==> config.mk <==
export PLATFORM = sky130hd
export DESIGN_NAME = pipe_stage_reg
export DESIGN_NICKNAME = d
export VERILOG_FILES = /design/src/rtl/pipe_stage_reg.sv
export SDC_FILE = /design/constraint.sdc
export NUM_CORES = 1
export LEC_CHECK = 0
export CORE_MARGIN = 5
export CORE_UTILIZATION = 40
export CTS_CLUSTER_DIAMETER = 60
export DETAILED_ROUTE_END_ITERATION = 6
export PLACE_DENSITY = 0.72
export SYNTH_ARGS = -nofsm -noshare
export SYNTH_HDL_FRONTEND = slang
export SYNTH_SLANG_ARGS = --single-unit
export TNS_END_PERCENT = 20
==> constraint.sdc <==
create_clock -name CLK -period 3 [get_ports CLK]
set_input_delay 0.6 -clock CLK [delete_from_list [all_inputs] [get_ports CLK]]
set_output_delay 0.6 -clock CLK [all_outputs]
set_load 0.005 [all_outputs]
==> src/rtl/pipe_stage_reg.sv <==
// Pipeline stage register: valid/ready handshake with a 2-entry skid buffer.
// Optional stall/bubble performance counters are built when PIPE_STAGE_PERF_EN is defined.
module pipe_stage_reg #(
    parameter int DATA_WIDTH = 32,
    parameter int CTRL_WIDTH = 16,
    parameter int CNT_WIDTH  = 32
) (
    input  logic                  CLK,
    input  logic                  CLR,
    input  logic                  FLUSH,
    input  logic                  in_valid,
    output logic                  in_ready,
    input  logic [CTRL_WIDTH-1:0] in_ctrl,
    input  logic [DATA_WIDTH-1:0] in_data,
    output logic                  out_valid,
    input  logic                  out_ready,
    output logic [CTRL_WIDTH-1:0] out_ctrl,
    output logic [DATA_WIDTH-1:0] out_data,
    output logic [CNT_WIDTH-1:0]  stall_cnt,
    output logic [CNT_WIDTH-1:0]  bubble_cnt
);

    typedef enum logic [1:0] {
        ST_EMPTY = 2'd0,
        ST_ONE   = 2'd1,
        ST_TWO   = 2'd2
    } state_t;

    state_t                r_state;
    logic                  r_in_ready;
    logic                  r_out_valid;
    logic [CTRL_WIDTH-1:0] r_main_ctrl;
    logic [DATA_WIDTH-1:0] r_main_data;
    logic [CTRL_WIDTH-1:0] r_skid_ctrl;
    logic [DATA_WIDTH-1:0] r_skid_data;

    logic w_accept;
    logic w_consume;

    assign w_accept  = in_valid && r_in_ready;
    assign w_consume = r_out_valid && out_ready;

    // Outputs come straight from the main register; main ctrl is zeroed whenever the stage empties.
    assign in_ready  = r_in_ready;
    assign out_valid = r_out_valid;
    assign out_ctrl  = r_main_ctrl;
    assign out_data  = r_main_data;

    // NOTE: state is updated with non-blocking assignments so every register samples pre-edge values.
    always_ff @(posedge CLK) begin
        if (CLR) begin
            r_state     <= ST_EMPTY;
            r_in_ready  <= 1'b1;
            r_out_valid <= 1'b0;
            r_main_ctrl <= '0;
            r_main_data <= '0;
            r_skid_ctrl <= '0;
            r_skid_data <= '0;
        end else if (FLUSH) begin
            r_state     <= ST_EMPTY;
            r_in_ready  <= 1'b1;
            r_out_valid <= 1'b0;
            r_main_ctrl <= '0;
        end else begin
            case (r_state)
                ST_EMPTY: begin
                    if (w_accept) begin
                        r_main_ctrl <= in_ctrl;
                        r_main_data <= in_data;
                        r_out_valid <= 1'b1;
                        r_state     <= ST_ONE;
                    end
                end
                ST_ONE: begin
                    if (w_accept && w_consume) begin
                        r_main_ctrl <= in_ctrl;
                        r_main_data <= in_data;
                    end else if (w_accept) begin
                        r_skid_ctrl <= in_ctrl;
                        r_skid_data <= in_data;
                        r_in_ready  <= 1'b0;
                        r_state     <= ST_TWO;
                    end else if (w_consume) begin
                        r_main_ctrl <= '0;
                        r_out_valid <= 1'b0;
                        r_state     <= ST_EMPTY;
                    end
                end
                ST_TWO: begin
                    if (w_consume) begin
                        r_main_ctrl <= r_skid_ctrl;
                        r_main_data <= r_skid_data;
                        r_in_ready  <= 1'b1;
                        r_state     <= ST_ONE;
                    end
                end
                default: begin
                    r_main_ctrl <= '0;
                    r_in_ready  <= 1'b1;
                    r_out_valid <= 1'b0;
                    r_state     <= ST_EMPTY;
                end
            endcase
        end
    end

`ifdef PIPE_STAGE_PERF_EN
    localparam logic [CNT_WIDTH-1:0] CNT_MAX = '1;
    localparam logic [CNT_WIDTH-1:0] CNT_ONE = {{(CNT_WIDTH-1){1'b0}}, 1'b1};

    logic [CNT_WIDTH-1:0] r_stall_cnt;
    logic [CNT_WIDTH-1:0] r_bubble_cnt;

    // Saturating counters; FLUSH deliberately leaves them alone.
    always_ff @(posedge CLK) begin
        if (CLR) begin
            r_stall_cnt  <= '0;
            r_bubble_cnt <= '0;
        end else begin
            if (r_out_valid && !out_ready && (r_stall_cnt != CNT_MAX)) begin
                r_stall_cnt <= r_stall_cnt + CNT_ONE;
            end
            if (!r_out_valid && (r_bubble_cnt != CNT_MAX)) begin
                r_bubble_cnt <= r_bubble_cnt + CNT_ONE;
            end
        end
    end

    assign stall_cnt  = r_stall_cnt;
    assign bubble_cnt = r_bubble_cnt;
`else
    assign stall_cnt  = '0;
    assign bubble_cnt = '0;
`endif

endmodule

==> results of run 1 <==
layer usage:
metal | vias to the layer above | part of all wire
li1 | 1952 | -
met1 | 1842 | 0.42
met2 | 176 | 0.47
met3 | 18 | 0.099
met4 | 0 | 0.012
met5 | - | 0
power groups by stage:
stage          clock network (W)  logic [W]  registers [W]
3_3_place_gp                   0   0.000428        0.00144
3_5_place_dp                   0   0.000439        0.00144
5_1_grt                  0.00131   0.000483        0.00142
6_report                 0.00123   0.000442        0.00141
2_1_floorplan                  0   0.000299        0.00144
4_1_cts                  0.00126   0.000441        0.00141
synthesized netlist by cell type, types with 4 or more instances:
cell	count	area [µm²]
a21oi_1	51	255
nor2_1	50	188
buf_2	14	70.1
nand3_1	20	100
dfxtp_1	100	2000
buf_1	4	15.0
buf_4	68	510
mux2i_1	48	480
nand2_1	100	375
clkbuf_1	20	75.1
a211oi_1	5	37.5
a211oi_2	28	350
a22oi_1	16	120
o22ai_1	16	100
state kept, by name, summed over array words and instances, names as in the netlist:
signal	flops
in_ready	1
out_ctrl	16
out_data	32
out_valid	1
r_skid_ctrl	16
r_skid_data	32
r_state	2
path summary, 6_finish.rpt:
check                                 endpoint  slack (ns)                         start  cells after the start
hold reg to reg   r_skid_ctrl[14]$_SDFFE_PP0P_        0.45  r_skid_ctrl[14]$_SDFFE_PP0P_                      2
setup / recovery                     out_valid        0.63        out_valid$_SDFFE_PP0P_                      1
setup reg to reg     out_data[28]$_SDFFE_PP0P_        0.72        out_valid$_SDFFE_PP0P_                      5
hold / removal    r_skid_ctrl[14]$_SDFFE_PP0P_        0.45  r_skid_ctrl[14]$_SDFFE_PP0P_                      2
worst register-to-register path, stage by stage (launching register included):
cell and delay, ns:
dfxtp_1 0.78, nand2_1 0.36, a221oi_4 0.35, buf_12 0.32, nor2_1 0.17, a211oi_2 0.23
through the flow:
| stage | util | area, µm² | total power [W] | setup WS, ns |
|---|---|---|---|---|
| after floorplan | - | 5110 | 0.00174 | 1.11 |
| after global placement | 0.476 | 5700 | 0.00187 | 0.507 |
| after detailed placement | 0.476 | 5700 | 0.00188 | 0.381 |
| after CTS | 0.503 | 6020 | 0.00311 | 0.626 |
| after global routing | 0.503 | 6020 | 0.00321 | 0.554 |
| final | 0.503 | 6020 | 0.00308 | 0.634 |
cells by family (layout without fill, tap and decap cells):
family / count (synthesis) / count (layout) / synth area share
mux: 48 / 48 / 0.0986
xor+xnor: 1 / 1 / 0.00180
compound gates: 124 / 124 / 0.194
buf+inv: 110 / 129 / 0.145
flops: 100 / 100 / 0.411
simple gates: 179 / 179 / 0.149
other cells: 1 / 64 / 0.000770
layout make-up:
cell class / instances / area [µm²] / share of cell area
Clock inverter: 6 / 78.8 / 0.0131
Inverter: 1 / 3.75 / 0.000624
Multi-Input combinational cell: 416 / 2400 / 0.399
Tap cell: 147 / 184 / 0.0306
Sequential cell: 100 / 2000 / 0.333
Clock buffer: 10 / 239 / 0.0397
Timing Repair Buffer: 112 / 1110 / 0.184
==> impl_metrics.json, run 1 <==
{
  "final_common_cell": "clkdlybuf4s50_1",
  "start_util": 0.407,
  "yosysUniqueCellTypes": 32,
  "wl_per_cell_um": 14.8,
  "holdBufCountCts": 0,
  "path_max_fanout": 20,
  "grt_pass1_wl_um": 18900,
  "final_nets": 693,
  "die_height_um": 120,
  "die_area_mm2": 0.0145,
  "ys_warn_count": 0,
  "grt_antenna_before_repair": 0,
  "internal_power_w": 0.00228,
  "ir_drop_mv": 0.304,
  "place.gp.congestion": 0.781,
  "cts_setup_buffers": 0,
  "drc": 0,
  "core_mm2": 0.0120,
  "power_frac_clock": 0.399,
  "met3_usage": 0.0580,
  "placed_cells": 776,
  "grt_pass1_vias": 3902,
  "hpwl_um": 8220,
  "viasPerCell": 5.04,
  "ctsLongestPathBuffers": 2,
  "tns_ns": 0,
  "fmax_mhz": 423,
  "diodes": 0,
  "fillers": 1091,
  "io_buffers": 102,
  "p_sw_frac": 0.259,
  "synth_area_mm2": 0.00487,
  "htreeDepth": 3,
  "run_status": "finished clean",
  "hold_viol": 0,
  "synth.avg_cell_area_um2": 8.65,
  "finalCritPeriodShare": 0.789,
  "clk_transition_reported_paths_ns": 0.07,
  "cts.sinks": 100,
  "most-common-layout-cells": "clkdlybuf4s50_1, nand2_1, dfxtp_1",
  "slew_headroom": 0.521,
  "grt-busiest-layer": "met2",
  "clockRootBuffer": "clkbuf_16",
  "power.leakage_nw": 2.33,
  "syn_inst": 563,
  "cts_made_buffers": 9,
  "slowest_delay_ns": 0.78,
  "vias": 3988,
  "ant_nets": 0,
  "synth_edf_count": 0,
  "skew_ns": 0.00625,
  "rsz0062_at_grt": "no",
  "use_met1": 0.187,
  "post-route-min-period_ns": 2.37,
  "power_density_mw_per_mm2": 512,
  "worst_pin_slew_ns": 0.717,
  "synthToLayoutAreaGrowth_pct": 23.5,
  "hold_slack_ns": 0.454,
  "critPathArrivalTime_ns": 1.77,
  "dr.pass1.iters": 5,
  "p_sw_w": 0.000798,
  "cts_tree": "built",
  "use_met2": 0.272,
  "grt_max_degree": 65,
  "post_cts_resized": 0,
  "cp.required_ns": 2.40,
  "boundaryPins": 167,
  "comb_power_share": 0.143,
  "slowest_stage": "dfxtp_1",
  "overflow": 0,
  "first_iter_violations": 289,
  "fp.dieW_um": 120,
  "synth_seq_area_share": 0.411,
  "worst_hold_path_type": "flip-flop to flip-flop",
  "ys_async_sr_fraction": 0,
  "maxCapViolations": 0,
  "routed_wirelength_um": 11700,
  "synth_top_flop_cell": "dfxtp_1",
  "worstPathCellList": "clkdlybuf4s50_1",
  "placementRows": 40,
  "insertion_delay_ns": 0.34,
  "setup_viol": 0,
  "path_buf_inv": 1,
  "drive_above_1_share": 0.0915,
  "crit_path_start_kind": "flip-flop",
  "drv_slew": 0,
  "end_kind": "output port",
  "finalNonFillerCells": 792,
  "ys_ff_latch": 100,
  "crit_family": "flip-flops",
  "track_usage": 0.159,
  "seqPwrFrac": 0.458,
  "timing_worst_setup_path_type": "flip-flop to output port"
}
Power figures use the tool's default switching activity.
==> run 2: changes to the inputs <==
==> constraint.sdc (replaced) <==
create_clock -name CLK -period 2.2 [get_ports CLK]
set_input_delay 0.44 -clock CLK [delete_from_list [all_inputs] [get_ports CLK]]
set_output_delay 0.44 -clock CLK [all_outputs]
set_load 0.005 [all_outputs]
==> run 2 against run 1 <==
- setup slack got worse by 0.42 ns
- sequential share of layout area decreased by 0.48 points
- hold slack hardly changed
- design area increased by 1.5%
- global-route usage grew 0.21 points
- final cell count is 0.76% higher
- first-iteration DRC count fell by 21%
- clock power is 39% higher
- power is 38% higher
- clock skew rose by 0.0023 ns
- non-clock buffer count rose by 6
- critical endpoint is now out_ctrl[3]$_SDFFE_PP0P_
- highest routed layer unchanged
==> impl_metrics.json, run 2 (synthesized netlist as in run 1, its figures left out) <==
{
  "run_status": "finished clean",
  "ant_nets": 0,
  "most-common-layout-cells": "clkdlybuf4s50_1, nand2_1, dfxtp_1",
  "start_util": 0.407,
  "placementRows": 40,
  "power.leakage_nw": 2.37,
  "fmax_mhz": 505,
  "place.gp.congestion": 0.823,
  "fin_util": 0.510,
  "drc": 0,
  "setup_viol": 0,
  "diodes": 0,
  "slowest_stage": "a22o_1",
  "worst_pin_slew_ns": 0.624,
  "post_cts_resized": 0,
  "clockRootBuffer": "clkbuf_16",
  "grt_pass1_wl_um": 19200,
  "crit_path_start_kind": "flip-flop",
  "maxCapViolations": 0,
  "grt_max_degree": 65,
  "path_max_fanout": 16,
  "cts.sinks": 100,
  "track_usage": 0.161,
  "boundaryPins": 167,
  "ir_drop_mv": 0.429,
  "viasPerCell": 5.04,
  "drv_slew": 0,
  "grt_antenna_before_repair": 0,
  "cp.required_ns": 2.47,
  "die_height_um": 120,
  "slew_headroom": 0.584,
  "power_density_mw_per_mm2": 697,
  "hold_viol": 0,
  "whs_path_depth": 2,
  "vias": 4025,
  "routed_wirelength_um": 11800,
  "clk_transition_reported_paths_ns": 0.07,
  "final_nets": 699,
  "dpl_cell_area_mm2": 0.00578,
  "cts_setup_buffers": 0,
  "worst_r2r_path_depth": 4,
  "dr.pass1.iters": 5,
  "htreeDepth": 3,
  "setup_slack_ns": 0.219,
  "fp.dieW_um": 120,
  "holdBufCountCts": 0,
  "ctsLongestPathBuffers": 2,
  "fin_area_mm2": 0.00610,
  "finalCritPeriodShare": 0.901,
  "place_worst_setup_slack_ns": -0.0135,
  "path_buf_inv": 0,
  "cp_num_cells": 4,
  "skew_ns": 0.00855,
  "core_mm2": 0.0120,
  "tns_ns": 0,
  "timing_worst_setup_path_type": "flip-flop to flip-flop",
  "crit_family": "compound AO/OA/AOI/OAI gates",
  "grt_pass1_vias": 3901,
  "synthToLayoutAreaGrowth_pct": 25.3,
  "fillers": 1084,
  "post-route-min-period_ns": 1.98,
  "die_area_mm2": 0.0145,
  "io_buffers": 102,
  "cts_tree": "built",
  "first_iter_violations": 228,
  "worstPathCellList": "xor2_1 > a22o_1 > a22oi_1 > nor2_1",
  "end_kind": "flip-flop",
  "cts_made_buffers": 9,
  "insertion_delay_ns": 0.34,
  "critPathArrivalTime_ns": 2.26,
  "rsz0062_at_grt": "no",
  "wl_per_cell_um": 14.8,
  "drive_above_1_share": 0.0998,
  "worst_hold_path_type": "flip-flop to flip-flop",
  "final_common_cell": "clkdlybuf4s50_1",
  "overflow": 0,
  "slowest_delay_ns": 0.60,
  "hpwl_um": 8330
}
-- run 2: cell types whose count changed in the layout (fill, tap and decap cells not counted), sizes merged --
cell,change
buf,+6
bufinv,+1
clkbuf,-1
clkinv,-1
clkinvlp,+1
-- run 2: final timing paths --
kind | start | to | slack [ns]
hold / removal | r_skid_ctrl[4]$_SDFFE_PP0P_ | r_skid_ctrl[4]$_SDFFE_PP0P_ | 0.45
setup / recovery | r_state[1]$_SDFFE_PP0P_ | out_ctrl[3]$_SDFFE_PP0P_ | 0.22
hold reg to reg | r_skid_ctrl[4]$_SDFFE_PP0P_ | r_skid_ctrl[4]$_SDFFE_PP0P_ | 0.45
setup reg to reg | r_state[1]$_SDFFE_PP0P_ | out_ctrl[3]$_SDFFE_PP0P_ | 0.22
-- run 2: power by group --
| group | internal [W] | switching [W] | total (W) |
|---|---|---|---|
| Clock | 0.00100 | 0.000709 | 0.00171 |
| Sequential | 0.00188 | 0.0000403 | 0.00192 |
| Combinational | 0.000309 | 0.000311 | 0.000620 |
| Total | 0.00319 | 0.00106 | 0.00425 |
-- run 2: metal layers --
metal / global-route usage / vias up / wire, µm
met3: 0.0580 / 8 / 1070
met2: 0.275 / 166 / 5610
met5: 0 / - / 0
li1: - / 1969 / -
met1: 0.193 / 1882 / 5090
met4: 0.0425 / 0 / 74
-- run 2: worst register-to-register path: cells and delay by family (launching register included) --
| family | cells | cell delay (ns) |
|---|---|---|
| AO/OA/AOI/OAI | 2 | 0.80 |
| flip-flops | 1 | 0.54 |
| XOR/XNOR | 1 | 0.45 |
| AND/OR/NAND/NOR | 1 | 0.13 |
-- run 2: per-stage QoR --
stage | hold WS, ns | instances | total power (W)
2_1_floorplan | 0.436 | 626 | 0.00237
3_3_place_gp | 0.441 | 782 | 0.00256
3_5_place_dp | 0.446 | 782 | 0.00258
4_1_cts | 0.456 | 798 | 0.00429
5_1_grt | 0.474 | 798 | 0.00444
6_report | 0.454 | 798 | 0.00425
-- run 2: cell type report --
cell class	count	area (µm²)	area share
Multi-Input combinational cell	416	2400	0.394
Clock inverter	7	97.6	0.0160
Tap cell	147	184	0.0301
Timing Repair Buffer	118	1190	0.195
Sequential cell	100	2000	0.328
Inverter	1	3.75	0.000615
Clock buffer	9	225	0.0369
==> run 3: changes to the inputs <==
--- a/config.mk
+++ b/config.mk
@@ -9,8 +9,10 @@
 export CORE_UTILIZATION = 40
 export CTS_CLUSTER_DIAMETER = 60
 export DETAILED_ROUTE_END_ITERATION = 6
+export GPL_ROUTABILITY_DRIVEN = 0
 export PLACE_DENSITY = 0.72
+export SETUP_SLACK_MARGIN = 0.4
 export SYNTH_ARGS = -nofsm -noshare
 export SYNTH_HDL_FRONTEND = slang
 export SYNTH_SLANG_ARGS = --single-unit
-export TNS_END_PERCENT = 20
+export TNS_END_PERCENT = 50
==> run 3 against run 2 <==
- clock skew up 0.00060 ns
- largest power group unchanged
- first-iteration DRC count up 0.44%
- critical path depth up 3
- clock-buffer cell count unchanged
- flip-flop and latch count unchanged
- combinational power up 7.1%
- non-clock buffer count up 8
- core utilization up 1.4 points
- register-to-register slack better by 0.33 ns
==> impl_metrics.json, run 3 (synthesized netlist as in run 1, its figures left out) <==
{
  "maxCapViolations": 0,
  "dr.pass1.iters": 4,
  "cts_tree": "built",
  "track_usage": 0.170,
  "first_iter_violations": 229,
  "boundaryPins": 167,
  "start_util": 0.407,
  "rsz0062_at_grt": "yes",
  "routed_wirelength_um": 12700,
  "wl_per_cell_um": 15.7,
  "finalCritPeriodShare": 0.801,
  "insertion_delay_ns": 0.34,
  "skew_ns": 0.00915,
  "critPathArrivalTime_ns": 2.03,
  "power.leakage_nw": 2.46,
  "viasPerCell": 5.12,
  "hpwl_um": 8330,
  "synthToLayoutAreaGrowth_pct": 28.7,
  "finalNonFillerCells": 806,
  "post-route-min-period_ns": 1.76,
  "io_buffers": 102,
  "overflow": 0,
  "grt_pass1_wl_um": 20100,
  "cp.required_ns": 2.47,
  "path_buf_inv": 3,
  "clockRootBuffer": "clkbuf_16",
  "clk_transition_reported_paths_ns": 0.07,
  "ctsLongestPathBuffers": 2,
  "setup_viol": 0,
  "p_total_w": 0.00430,
  "ir_drop_mv": 0.430,
  "most-common-layout-cells": "nand2_1, clkdlybuf4s50_1, dfxtp_1",
  "die_height_um": 120,
  "placementRows": 40,
  "slowest_stage": "clkdlybuf4s50_1",
  "vias": 4124,
  "diodes": 0,
  "path_max_fanout": 16,
  "htreeDepth": 3,
  "fmax_mhz": 567,
  "final_nets": 707,
  "multi_input_area_mm2": 0.00241,
  "grt_antenna_before_repair": 0,
  "fillers": 1063,
  "cts.sinks": 100,
  "timing_worst_setup_path_type": "input port to flip-flop",
  "tns_ns": 0,
  "placed_cells": 782,
  "crit_family": "buffers and inverters",
  "power_density_mw_per_mm2": 686,
  "die_area_mm2": 0.0145,
  "hold_viol": 0,
  "ant_nets": 0,
  "fp.dieW_um": 120,
  "grt_pass1_vias": 4017,
  "end_kind": "flip-flop",
  "sequential_cell_area_mm2": 0.00201,
  "drive_above_1_share": 0.120,
  "core_mm2": 0.0120,
  "grt_max_degree": 49,
  "drv_slew": 0,
  "slowest_delay_ns": 0.48,
  "worst_hold_path_type": "flip-flop to flip-flop",
  "run_status": "finished clean",
  "crit_path_start_kind": "input port",
  "cts_made_buffers": 9,
  "worstPathCellList": "clkdlybuf4s50_1 > nand3b_1 > a221oi_4 > buf_4 > clkbuf_16 > nor2_1 > a211oi_2",
  "drc": 0
}
run 3: worst register-to-register path: stages (launching register included):
cell	delay (ns)
dfxtp_2	0.44
xor2_1	0.42
a221oi_4	0.13
buf_4	0.17
clkbuf_16	0.17
nor2_1	0.14
a211oi_2	0.06
run 3: what timing repair did:
item / in CTS / in global routing
cloned: 2 / 2
endpoints found under the setup margin: 46 / 46
buffers inserted: 1 / 3
hold buffers: 0 / 0
pin swaps: 1 / 4
resized for setup: 10 / 2
run 3: final cells by class:
cell class,count,area share
multi-input combinational,416,0.385
sequential,100,0.320
timing repair buffer,126,0.214
clock buffer,9,0.0359
tap,147,0.0293
clock inverter,7,0.0156
inverter,1,0.000599
run 3: path summary, 6_finish.rpt:
kind,startpoint,end,slack (ns),cells past startpoint
hold / removal,r_skid_ctrl[4]$_SDFFE_PP0P_,r_skid_ctrl[4]$_SDFFE_PP0P_,0.45,2
hold reg to reg,r_skid_ctrl[4]$_SDFFE_PP0P_,r_skid_ctrl[4]$_SDFFE_PP0P_,0.45,2
setup / recovery,in_valid,out_data[13]$_SDFFE_PP0P_,0.44,7
setup reg to reg,r_state[1]$_SDFFE_PP0P_,out_data[13]$_SDFFE_PP0P_,0.55,6
run 3: power by group:
part	internal, W	switching [W]
Sequential	0.00188	0.0000411
Combinational	0.000337	0.000326
Clock	0.00101	0.000713
Total	0.00322	0.00108
run 3: metrics by stage:
step                hold WS [ns]  setup slack [ns]  utilization  instance area (µm²)
floorplan                  0.436             0.470            -                 5110
global placement           0.441            0.0874        0.483                 5780
detailed placement         0.446           -0.0135        0.483                 5780
CTS                        0.456             0.434        0.517                 6190
global route               0.474             0.391        0.524                 6270
finish                     0.455             0.437        0.524                 6270
run 3: per-layer routing:
layer / GRT usage / wire length, µm
met3: 0.0585 / 1130
met5: 0 / 0
met1: 0.202 / 5310
met4: 0.0475 / 106
met2: 0.291 / 6120
==> RTL change 1, RTL diff (flow settings as in run 1) <==
The parameter `DATA_WIDTH` goes from 32 to 48.
--- a/src/rtl/pipe_stage_reg.sv
+++ b/src/rtl/pipe_stage_reg.sv
@@ -1,7 +1,7 @@
 // Pipeline stage register: valid/ready handshake with a 2-entry skid buffer.
 // Optional stall/bubble performance counters are built when PIPE_STAGE_PERF_EN is defined.
 module pipe_stage_reg #(
-    parameter int DATA_WIDTH = 32,
+    parameter int DATA_WIDTH = 48,
     parameter int CTRL_WIDTH = 16,
     parameter int CNT_WIDTH  = 32
 ) (
Interface: changed (resized in_data and out_data); port bits go from 167 to 199. No check against the original RTL was run, so the function may have changed too.
==> RTL change 1 against run 1 <==
- combinational power rose by 16%
- area after synthesis rose by 21%
- wire length rose by 25%
- sequential cell count rose by 32
- clock power rose by 59%
- design area rose by 26%
- total power rose by 41%
- worst setup slack improved by 0.25 ns
- first-iteration DRC count rose by 9.3%
==> RTL change 1: results (changes against run 1) <==
[status]
run_status = completed

[global_route]
grt_pass1_vias = 4513  ; +16%
grt_use_total_pct = 16.72  ; +0.79 points
grt_pass1_wl_mm = 23.87  ; +26%

[clock_network]
numCtsBuffers = 17  ; +8
clock_latency_ns = 0.41  ; +0.07 ns
clk_pin_slew_ns = 0.05  ; -0.02 ns
htree_levels = 4  ; +1

[finish]
n_antenna_cell = 0  ; unchanged
final_layout_size_suffix_gt1_share_pct = 5.920  ; -3.2 points
fill_cells = 1339  ; +23%
nets = 834  ; +20%

[logic_synthesis]
synth_top_area_share_pct = 44.98  ; +3.9 points
ys_seq_area_share_pct = 44.98  ; +3.9 points
ys_types = 33  ; +3.1%
postSynthCellCount = 658  ; +17%
synth_ff_type = dfxtp_1
synth_common_cells = nand2_1, dfxtp_1, a21oi_1, buf_4
synthTopCellsByArea = dfxtp_1, a21oi_1, buf_4, nand2_1, mux2i_1

[critical_path]
path_max_fanout = 42  ; +110%
cp_top_family = buffers and inverters
cp.arrival_ns = 2.43  ; +0.66 ns
crit_path_max_incr_delay_ns = 0.54  ; -0.24 ns
crit_slowest_cell = clkdlybuf4s50_1

[place]
port_buffers = 134  ; +31%
place_ws_ns = 0.5037  ; +0.1227 ns
gp_congestion = 0.7458  ; -4.6%
dp_cells = 930  ; +20%
dpl.hpwl_mm = 9.341  ; +14%

[power]
peakVddDrop_mv = 0.3324  ; +9.4%
p_leak_uw = 0.003016  ; +30%

[sta]
hold_viol = 0  ; unchanged
worst_clock_skew_ns = 0.005771  ; -0.0004764 ns
relSlewSlack_pct = 61.88  ; +9.7 points

[route]
wirelength_mm = 14.65  ; +25%
dr.pass1.iters = 4  ; -1
first_iter_violations = 316  ; +9.3%
routed_via_density = 5.003  ; -0.64%

## RTL change 1: kinds of logic after synthesis
kind of cell           count (synthesis)  synth area share [%]
other                                  1               0.06384
DFF                                  132                 44.98
buffers and inverters                127                 14.08
and+or+nand+nor                      145                 10.03
muxes                                 48                 8.179
AOI/OAI and AO/OA                    205                 22.66
## RTL change 1: layer usage
metal	track usage (%)	vias to the layer above	share of wire, %
met5	0	-	0
met4	5.543	0	1.4
met3	6.002	17	8.2
met2	25.76	174	46
met1	21.80	2195	45
li1	-	2422	-
## RTL change 1: final timing paths
kind | endpoint | cells after the start | startpoint | slack (ns)
max | out_data[7]$_SDFFE_PP0P_ | 6 | in_valid | 0.88
min | r_skid_data[27]$_SDFFE_PP0P_ | 2 | r_skid_data[27]$_SDFFE_PP0P_ | 0.45
max reg2reg | out_data[7]$_SDFFE_PP0P_ | 5 | r_state[1]$_SDFFE_PP0P_ | 0.93
min reg2reg | r_skid_data[27]$_SDFFE_PP0P_ | 2 | r_skid_data[27]$_SDFFE_PP0P_ | 0.45
## RTL change 1: area by class of cell
cell class / count / area (um2) / area share [%]
inverters: 5 / 18.77 / 0.2476
clock buffers: 28 / 516.7 / 6.816
multi-input cells: 462 / 2656 / 35.04
flip-flops and latches: 132 / 2643 / 34.86
clock inverters: 3 / 42.54 / 0.5611
repair buffers: 147 / 1474 / 19.44
well taps: 184 / 230.2 / 3.037
## RTL change 1: per-stage QoR
step                      total power [uW]  instance area [um2]  hold slack, ns
after CTS                             4381                 7581          0.4530
final                                 4333                 7581          0.4508
after global placement                2412                 7022          0.4406
after detailed placement              2415                 7022          0.4456
after floorplan                       2204                 6111          0.4357
after global routing                  4527                 7581          0.4658
## RTL change 1: power by group
part	total (uW)	internal [uW]	switching (uW)
registers	1870	1820	42.4
clock network	1950	1240	708
logic	513	267	246
==> RTL change 2, RTL diff (settings of run 1) <==
Without the edit above. The option `PIPE_STAGE_PERF_EN` is turned on by a define.
--- a/src/rtl/pipe_stage_reg.sv
+++ b/src/rtl/pipe_stage_reg.sv
@@ -1,5 +1,7 @@
 // Pipeline stage register: valid/ready handshake with a 2-entry skid buffer.
 // Optional stall/bubble performance counters are built when PIPE_STAGE_PERF_EN is defined.
+`define PIPE_STAGE_PERF_EN
+
 module pipe_stage_reg #(
     parameter int DATA_WIDTH = 32,
     parameter int CTRL_WIDTH = 16,
Check against the original RTL: not equivalent (a bounded check fails within 4 cycles, from zero or initial values).
==> RTL change 2 against run 1 <==
- wire length is 74% higher
- critical path depth is 6 higher
- critical path type is now register to register
- core utilization is 4.4 points higher
- total power is 64% higher
- clock power is 89% higher
- largest cell class unchanged
- sequential cell count is 64 higher
- area after synthesis is 52% higher
- sequential share of layout area is 0.10 points lower
- design area is 65% higher
- worst setup slack worse by 0.35 ns
==> RTL change 2: results (changes against run 1) <==
[global_route]
use_met3_pct = 3.893  ; -1.9 points
grt_pass1_vias = 6513  ; +67%
grt_use_total_pct = 18.60  ; +2.7 points
grt_pass1_wl_mm = 33.10  ; +75%
globalRouteMet1Util_pct = 24.21  ; +5.5 points
grt_util_met2_pct = 30.70  ; +3.5 points

[logic_synthesis]
ys_types = 58  ; +81%
synthTopCellsByArea = dfxtp_1, nand2_1, a21oi_1, nor2_1, a311oi_1
synth_common_cells = nand2_1, dfxtp_1, a21oi_1, nor2_1, clkbuf_1

[finish]
fill_cells = 1667  ; +53%
final_layout_size_suffix_gt1_share_pct = 7.533  ; -1.6 points
nets = 1104  ; +59%

[clock_network]
numCtsBuffers = 17  ; +8
htree_levels = 4  ; +1
clock_latency_ns = 0.43  ; +0.09 ns

[route]
num_vias = 7108  ; +78%
first_iter_violations = 402  ; +39%
wirelength_mm = 20.41  ; +74%

[status]
run_status = completed

[critical_path]
reg2reg_depth = 7  ; +2
crit_start = stall_cnt[0]$_SDFFE_PP0P_
crit_path_max_incr_delay_ns = 0.97  ; +0.19 ns
cp_top_family = compound AO/OA/AOI/OAI gates
crit_slowest_cell = o31ai_4
cp.arrival_ns = 3.02  ; +1.25 ns
r2r-end = stall_cnt[1]$_SDFFE_PP0P_

[power]
p_leak_uw = 0.003435  ; +48%
switchingPower_uw = 1180  ; +48%

[place]
place_ws_ns = 0.3690  ; -0.01196 ns
gp_congestion = 0.8505  ; +8.8%
port_buffers = 166  ; +63%
dpl.hpwl_mm = 13.55  ; +65%

[floorplan]
fp.dieW_um = 146  ; +21%

[sta]
fmax_mhz = 368.7  ; -13%
worst_slew_pin_slew_ns = 1.159  ; +0.4421 ns
worst_clock_skew_ns = 0.005827  ; -0.0004195 ns

[hold_path]
min_from = r_skid_data[30]$_SDFFE_PP0P_

## RTL change 2: cell types whose count changed after synthesis, sizes merged, moves of 23 or more
cell / before / now
o21ai: 1 / 25
buf: 89 / 17
dfxtp: 100 / 164
a311oi: 0 / 32
mux2i: 48 / 1
a211oi: 33 / 1
clkbuf: 20 / 45
nor2: 50 / 78
or3: 0 / 27
nand4: 1 / 24
nand2: 100 / 189
a21oi: 51 / 97
## RTL change 2: power groups by stage
stage / registers (uW) / clock network (uW) / logic, uW
after global placement: 2320 / 0 / 443
after global routing: 2280 / 2480 / 488
after CTS: 2270 / 2390 / 447
after detailed placement: 2320 / 0 / 445
final: 2270 / 2330 / 443
after floorplan: 2320 / 0 / 207
## RTL change 2: kinds of logic after synthesis
kind of cell               share of synthesized area [%]
AOI/OAI and AO/OA                                  18.79
xor gates and xnor gates                          0.7104
adders and majority gates                         0.3382
buffers and inverters                              3.957
DFF                                                44.38
muxes                                              2.317
and+or+nand+nor                                    29.51
## RTL change 2: metal layers
layer / vias to the layer above / part of all wire [%]
li1: 3551 / -
met1: 3339 / 45
met2: 186 / 48
met3: 32 / 4.7
met4: 0 / 2.1
met5: - / 0
## RTL change 2: stage by stage
step | instances | instance area (um2) | power (uW) | hold WS [ns]
finish | 1291 | 9897 | 5045 | 0.4547
global route | 1291 | 9897 | 5248 | 0.4662
CTS | 1291 | 9897 | 5110 | 0.4555
detailed placement | 1259 | 9268 | 2766 | 0.4465
global placement | 1259 | 9268 | 2762 | 0.4410
floorplan | 907 | 7398 | 2524 | 0.4366
## RTL change 2: cell type report
class	instances	area (um2)	area share, %
inverter	4	15.01	0.1517
timing repair buffer	185	1839	18.58
tap	229	286.5	2.895
sequential	164	3283	33.17
clock inverter	15	203.9	2.061
clock buffer	17	425.4	4.298
multi-input combinational	677	3844	38.84
## RTL change 2: worst max-delay path by stage
stage	end	cells past startpoint
after floorplan	stall_cnt[26]$_SDFFE_PP0P_	8
after global placement	stall_cnt[11]$_SDFFE_PP0P_	6
after detailed placement	stall_cnt[1]$_SDFFE_PP0P_	7
after CTS	stall_cnt[1]$_SDFFE_PP0P_	7
after global routing	stall_cnt[1]$_SDFFE_PP0P_	7
final	stall_cnt[1]$_SDFFE_PP0P_	7
## RTL change 2: worst register-to-register path, stage by stage, from the launching register on
cell,delay [ns]
dfxtp_1,0.33
ha_1,0.22
and4_1,0.26
nand4_1,0.21
o31ai_4,0.97
buf_4,0.34
mux2i_1,0.21
nor2_1,0.05
